==> src/rtl/counter_scheduler.sv <==
// counter_scheduler: round-robin arbiter lending one clear/increment counter to NREQ requesters for bursts of programmable length.
module counter_scheduler #(
  parameter int NREQ = 4,
  parameter int WIDTH = 8,
  parameter INIT_VALUE = 8'hff,
  parameter int LW = 4
) (
  input  logic               clk,
  input  logic               rst_b,
  input  logic [NREQ-1:0]    req,
  input  logic [NREQ*LW-1:0] len,
  output logic [NREQ-1:0]    gnt,
  output logic               busy,
  output logic [NREQ-1:0]    done,
  output logic               clr,
  output logic               c_up,
  output logic [WIDTH-1:0]   q
);
  localparam int PW = $clog2(NREQ);
  typedef enum logic [1:0] {IDLE, CLEAR, COUNT, DONE} state_t;
  state_t state_q, state_d;
  logic [NREQ-1:0] gnt_q, gnt_d;
  logic [PW-1:0] ptr_q, ptr_d, win_q, win_d, pick;
  logic [LW-1:0] rem_q, rem_d;
  logic [WIDTH-1:0] q_q, q_d;
  logic found;
  always_ff @(posedge clk or negedge rst_b)
    if (!rst_b) begin
      state_q <= IDLE;
      gnt_q <= '0;
      ptr_q <= '0;
      win_q <= '0;
      rem_q <= '0;
      q_q <= WIDTH'(INIT_VALUE);
    end else begin
      state_q <= state_d;
      gnt_q <= gnt_d;
      ptr_q <= ptr_d;
      win_q <= win_d;
      rem_q <= rem_d;
      q_q <= q_d;
    end
  // first requester at or above the pointer, wrapping
  always_comb begin
    found = 1'b0;
    pick = '0;
    for (int i = 0; i < NREQ; i++)
      if (!found && req[(int'(ptr_q) + i) % NREQ]) begin
        found = 1'b1;
        pick = PW'((int'(ptr_q) + i) % NREQ);
      end
  end
  always_comb begin
    state_d = state_q;
    gnt_d = gnt_q;
    ptr_d = ptr_q;
    win_d = win_q;
    rem_d = rem_q;
    case (state_q)
      IDLE: if (found) begin
        state_d = CLEAR;
        win_d = pick;
        gnt_d = NREQ'(1) << pick;
        rem_d = len[int'(pick)*LW +: LW];
      end
      CLEAR: state_d = (rem_q != '0) ? COUNT : DONE;
      COUNT: begin
        rem_d = rem_q - 1'b1;
        state_d = (rem_q == LW'(1)) ? DONE : COUNT;
      end
      DONE: begin
        state_d = IDLE;
        gnt_d = '0;
        ptr_d = (win_q == PW'(NREQ - 1)) ? '0 : win_q + 1'b1;
      end
      default: state_d = IDLE;
    endcase
  end
  assign clr = state_q == CLEAR;
  assign c_up = state_q == COUNT;
  assign busy = state_q != IDLE;
  assign done = (state_q == DONE) ? gnt_q : '0;
  assign gnt = gnt_q;
  assign q = q_q;
  assign q_d = clr ? WIDTH'(INIT_VALUE) : c_up ? q_q + 1'b1 : q_q;
endmodule

==> config.mk <==
export PLATFORM = sky130hd
export DESIGN_NAME = counter_scheduler
export DESIGN_NICKNAME = d
export VERILOG_FILES = /design/src/rtl/counter_scheduler.sv
export SDC_FILE = /design/constraint.sdc
export NUM_CORES = 1
export LEC_CHECK = 0
export BUFFER_PORTS_ARGS = -buffer_cell sky130_fd_sc_hd__buf_2
export CORE_MARGIN = 8
export CORE_UTILIZATION = 30
export DETAILED_ROUTE_END_ITERATION = 8
export PLACE_DENSITY = 0.56
export SLEW_MARGIN = 5
export SYNTH_ARGS = -nofsm -noshare
export SYNTH_HDL_FRONTEND = slang
export SYNTH_SLANG_ARGS = --single-unit
==> constraint.sdc <==
create_clock -name clk -period 3.25 [get_ports clk]
set_clock_uncertainty 0.2 [all_clocks]
set_input_delay 0.1625 -clock clk [delete_from_list [all_inputs] [get_ports clk]]
set_output_delay 0.1625 -clock clk [all_outputs]
set_load 0.01 [all_outputs]
Word level (Yosys, flattened, before mapping)
Index checks and enable logic that the tools add are counted.
Cells by class
  add/sub/neg operators: 6
  multiply operators: 0
  divide/modulo/power cells: 0
  $lt $le $gt $ge: 4
  equal/unequal tests: 6
  shift operators: 2
  muxes and demuxes: 31
  bitwise operators: 3
  reductions and logical operators: 18
Operator list (count)
  $mux 8: 2
  $pmux 4 s2: 2
  $shiftx 16x5->4: 1
  $mux 1: 13
  $lt 3x4->1 const B: 3
  $mux 2: 6
  $mux 4: 3
  $add 8x1->8 const B: 1
  $bmux 1 s2: 4
  $pmux 2 s4: 1
  $reduce_bool 2->1: 4
  $eq 2x2->1 const B: 3
  $reduce_and 2->1: 3
  $reduce_or 2->1: 3
  $add 2x1->2 const B: 2
  $add 2x2->2 const B: 2
  $eq 4x1->1 const B: 1
  $reduce_bool 4->1: 1
  $shl 1x2->4 const A: 1
  $sub 4x1->4 const B: 1
  $and 1x1->1 const A: 3
  $logic_and 1x1->1: 3
  $logic_not 1->1: 3
  $lt 2x3->1 const B: 1
  3 further kinds: 3
Storage, ports and cells
  register bits after elaboration: 22
  bits in latches: 0
  memory bits (writable): 0
  ROM bits: 0
  bits of input ports: 22
  output and inout bits: 19
  memories kept: 0

Logic depth before layout (Yosys ltp)
  depth after elaboration: 17
  mapped depth: 8
  depth with buffers taken out: 7

Worst setup path before layout
OpenSTA, ideal clock, no wires.
  kind: reg-to-reg
  from: reg state_q[0]
  to: reg rem_q[3]
  setup time: 0.123 ns
  data arrival time: 1.723 ns
  data required time: 2.927 ns
  slack: 1.204 ns
  cell stages (with the launch flop): 8
  clock period less this slack: 2.046 ns
  cells stage by stage: dfrtp_1 > inv_1 > ha_1 > nor2_1 > a21oi_2 > nand2_1 > a311o_1 > o221a_2
Between the ends
  cells in the longest elaborated chain, start to end: 3
  elaborated cells on any way between the ends: 6
  those cells by class: eq/ne: 2; mux: 1; reduce/logical: 3
Ends and longest elaborated chain
  start, declared: line 21  | state_t state_q, state_d;
  start signal, assigned: line 36  | state_q <= state_d;
  $eq 2x2->1 *
  named net c_up: line 16  | output logic c_up,
  $reduce_bool 2->1 (no source line)
  $reduce_and 2->1 (no source line)
  end signal, assigned: line 40  | rem_q <= rem_d;
  end, declared: line 24  | logic [LW-1:0] rem_q, rem_d;
Mark *: on every way through the listed nets, which the timed path passes. The rest lies on a longest branch.
A chain may end at the register's enable or synchronous reset.

Worst setup path in the final report
  from: reg state_q[0]
  to: reg rem_q[3]
Between the ends
  cells in the longest elaborated chain, start to end: 3
  elaborated cells on any way between the ends: 6
  those cells by class: eq/ne: 2; mux: 1; reduce/logical: 3
Ends and longest elaborated chain
  $eq 2x2->1 / $logic_not 2->1 (equally long branches): line 59  | case (state_q)
  $reduce_bool 2->1 (no source line) / $ne 2x2->1 (equally long branches)
  $reduce_and 2->1 (no source line)
Several ways; a longest one is shown, not always the timed one.

==> metrics.csv <==
stage,metric,value,unit
logic_synthesis,yosysUniqueCellTypes,44,
drt,drc_errors,0,
clock_network,path_clk_slew,0.08,ns
clock_network,cts_buffer_depth,2,
sta,fin_tns_setup,0,ns
floorplan,initial_core_util,0.308,
logic_synthesis,post_synth_instance_area,1560,µm²
placement,placed_area,1800,µm²
logic_synthesis,ys_seq_area_frac,0.359,
floorplan,die_h,88.2,µm
clock_network,postCtsSetupRepairBufs,0,
global_routing,overflow,0,
global_routing,gr-usage-all-layers,0.102,
drt,drtPass1Iterations,4,
sta,worst_slew_pin_slew,0.550,ns
job,drv_cap,0,
setup_path,crit_fanout,9,
placement,dpl.cell_count,283,
setup_path,crit_path_end_kind,register,
drt,finalWirelength,3850,µm
power,finalPower,0.00168,W
worst_hold_path,hp-class,input port to register,
power,peakVddDrop,0.221,mV
floorplan,rows,26,
sta,hold_viol_final,0,
sta,rsz0062_at_grt,no,
setup_path,worst_setup_path_start_kind,register,
setup_path,path_class,register to register,
clock_network,cts_htree_levels,1,
final_layout,area_growth,19.3,%
final_layout,drive_gt1_frac,0.265,
logic_synthesis,syn-num-nets,213,
sta,min_period_over_period,0.697,
setup_path,worstPathRequired,3.21,ns
drt,ant_nets,0,
global_routing,met2_usage,0.181,
global_routing,gr-max-usage-layer,met2,
floorplan,die-area,7770,µm²
logic_synthesis,syn_inst,181,
setup_path,rrSetupSlack,0.98,ns
clock_network,clock_sinks,22,
sta,worst_slew_margin_rel,0.631,
sta,final-setup-viol-count,0,
logic_synthesis,post_synth.cell_area_avg,8.63,µm²
global_routing,met3_usage,0.0150,
global_routing,use_met1,0.122,
clock_network,root_buffer,clkbuf_8,
drt,drtIter0Drc,51,
power,leakage,0.837,nW
sta,finalMaxSlewViolations,0,
global_routing,antenna_found_initial,0,
final_layout,num-nets-final,252,
final_layout,fin_cells,289,
status,status,"finished, final reports clean",
logic_synthesis,ys_warn_count,0,
global_routing,grt_max_degree,23,
sta,period_needed,2.27,ns
logic_synthesis,ys_ff_latch,22,
final_layout,num_antenna_cells,0,
sta,max_freq,441,MHz
drt,wire_per_inst,13.3,µm
global_routing,grt_pass1_wl,6400,µm
power,power_density,901,nW/µm²
clock_network,cts_buffers,3,
clock_network,clkLatencyLatePin,0.26,ns
setup_path,arrival,2.23,ns
placement,port_buffers,40,
floorplan,die_w,88.2,µm
floorplan,core_area,5070,µm²
placement,gp_congestion,0.754,
clock_network,cts_tree,done,
final_layout,layout_common_cells,"buf_2, nand2_1, o21ai_0",
floorplan,num_io_pins,41,
final_layout,final_cell_area,1860,µm²
drt,viasPerCell,4.91,
placement,dp_hpwl,3040,µm
drt,vias,1419,
global_routing,grt_pass1_vias,1413,
final_layout,final_common_cell,buf_2,
-- cell type report --
class | instances | area, µm²
fillers | 537 | 3210
flip-flops and latches | 22 | 561
repair buffers | 42 | 220
clock buffers | 4 | 45.0
inverters | 10 | 37.5
well taps | 70 | 87.6
multi-input cells | 141 | 913
-- per-stage QoR --
step / util / hold slack [ns] / setup slack (ns)
4_1_cts: 0.367 / 0.0191 / 0.974
2_1_floorplan: - / -0.333 / 1.20
3_3_place_gp: 0.355 / -0.0333 / 1.06
3_5_place_dp: 0.355 / -0.0217 / 0.973
5_1_grt: 0.367 / 0.0327 / 0.788
6_report: 0.367 / 0.0130 / 0.984
-- metal layers --
metal	up-vias	share of wire
met4	0	0.0088
met1	674	0.45
li1	728	-
met5	-	0
met3	2	0.035
met2	15	0.51
-- registers in the layout, summed over array words and instances, names as in the netlist --
name,flops
q,8
state_q,2
rem_q,4
gnt,4
ptr_q,2
win_q,2
-- synthesized netlist by cell type (all sizes together) --
cell type  instances  area, µm²
xor2               2       17.5
and4               2       17.5
a311o              2       20.0
o21ai             19       95.1
nor3               3       15.0
nor2b              2       12.5
nor4               1       21.3
ha                10        125
xnor2              2       17.5
nand2b             5       31.3
nand3b             1       7.51
o221a              3       33.8
and3               2       12.5
nand4b             1       8.76
o22a               2       17.5
a31oi              3       18.8
a211o              3       26.3
a21oi              8       43.8
dfrtp             14        350
a32oi              2       17.5
a21boi             1       7.51
a21o               2       15.0
o221ai             2       17.5
buf                6       43.8
and2               4       25.0
o21a               1       7.51
a22oi              2       15.0
inv               10       37.5
nand2             21       78.8
dfstp              8        210
o211ai             1       7.51
clkbuf             2       7.51
a22o               3       26.3
nand3             12       60.1
o31ai              1       7.51
nor2              15       58.8
mux2               1       11.3
and4b              1       10.0
nand4              1       6.26
-- cells by family (layout without fill, tap and decap cells) --
logic type / count (synthesis) / after routing / share of synthesized area
flip-flops: 22 / 22 / 0.359
AND/OR/NAND/NOR: 71 / 71 / 0.234
XOR/XNOR: 4 / 4 / 0.0224
multiplexers: 1 / 1 / 0.00721
AO/OA/AOI/OAI: 55 / 55 / 0.241
adder cells (fa/ha/maj): 10 / 10 / 0.0801
buffers and inverters: 18 / 56 / 0.0568
-- path summary, 6_finish.rpt --
kind                                 start       end  cells past startpoint
worst min-delay path                len[2]  rem_q[2]                      3
worst max register to register  state_q[0]  rem_q[3]                      7
max in group asynchronous            rst_b      q[0]                      2
worst max-delay path            state_q[0]  rem_q[3]                      7
worst min register to register        q[0]      q[0]                      2
min in group asynchronous            rst_b  rem_q[0]                      2
-- where the power goes --
group | total (W) | internal, W | switching [W]
Sequential | 0.000569 | 0.000434 | 0.000136
Clock | 0.000177 | 0.0000874 | 0.0000895
Combinational | 0.000933 | 0.000404 | 0.000529
-- timing repair --
action,4_1_cts,5_1_grt
gates resized for setup,0,0
hold endpoints to repair,15,0
hold buffers,2,0
-- worst max-delay path, cell delays in order (launching register included) --
cell and delay [ns]:
dfrtp_1 0.41, inv_1 0.12, ha_1 0.37, nor2_1 0.10, a21oi_2 0.22, nand2_1 0.17, a311o_1 0.36, o221a_2 0.22
No activity file was read; power rests on OpenSTA's default activity.
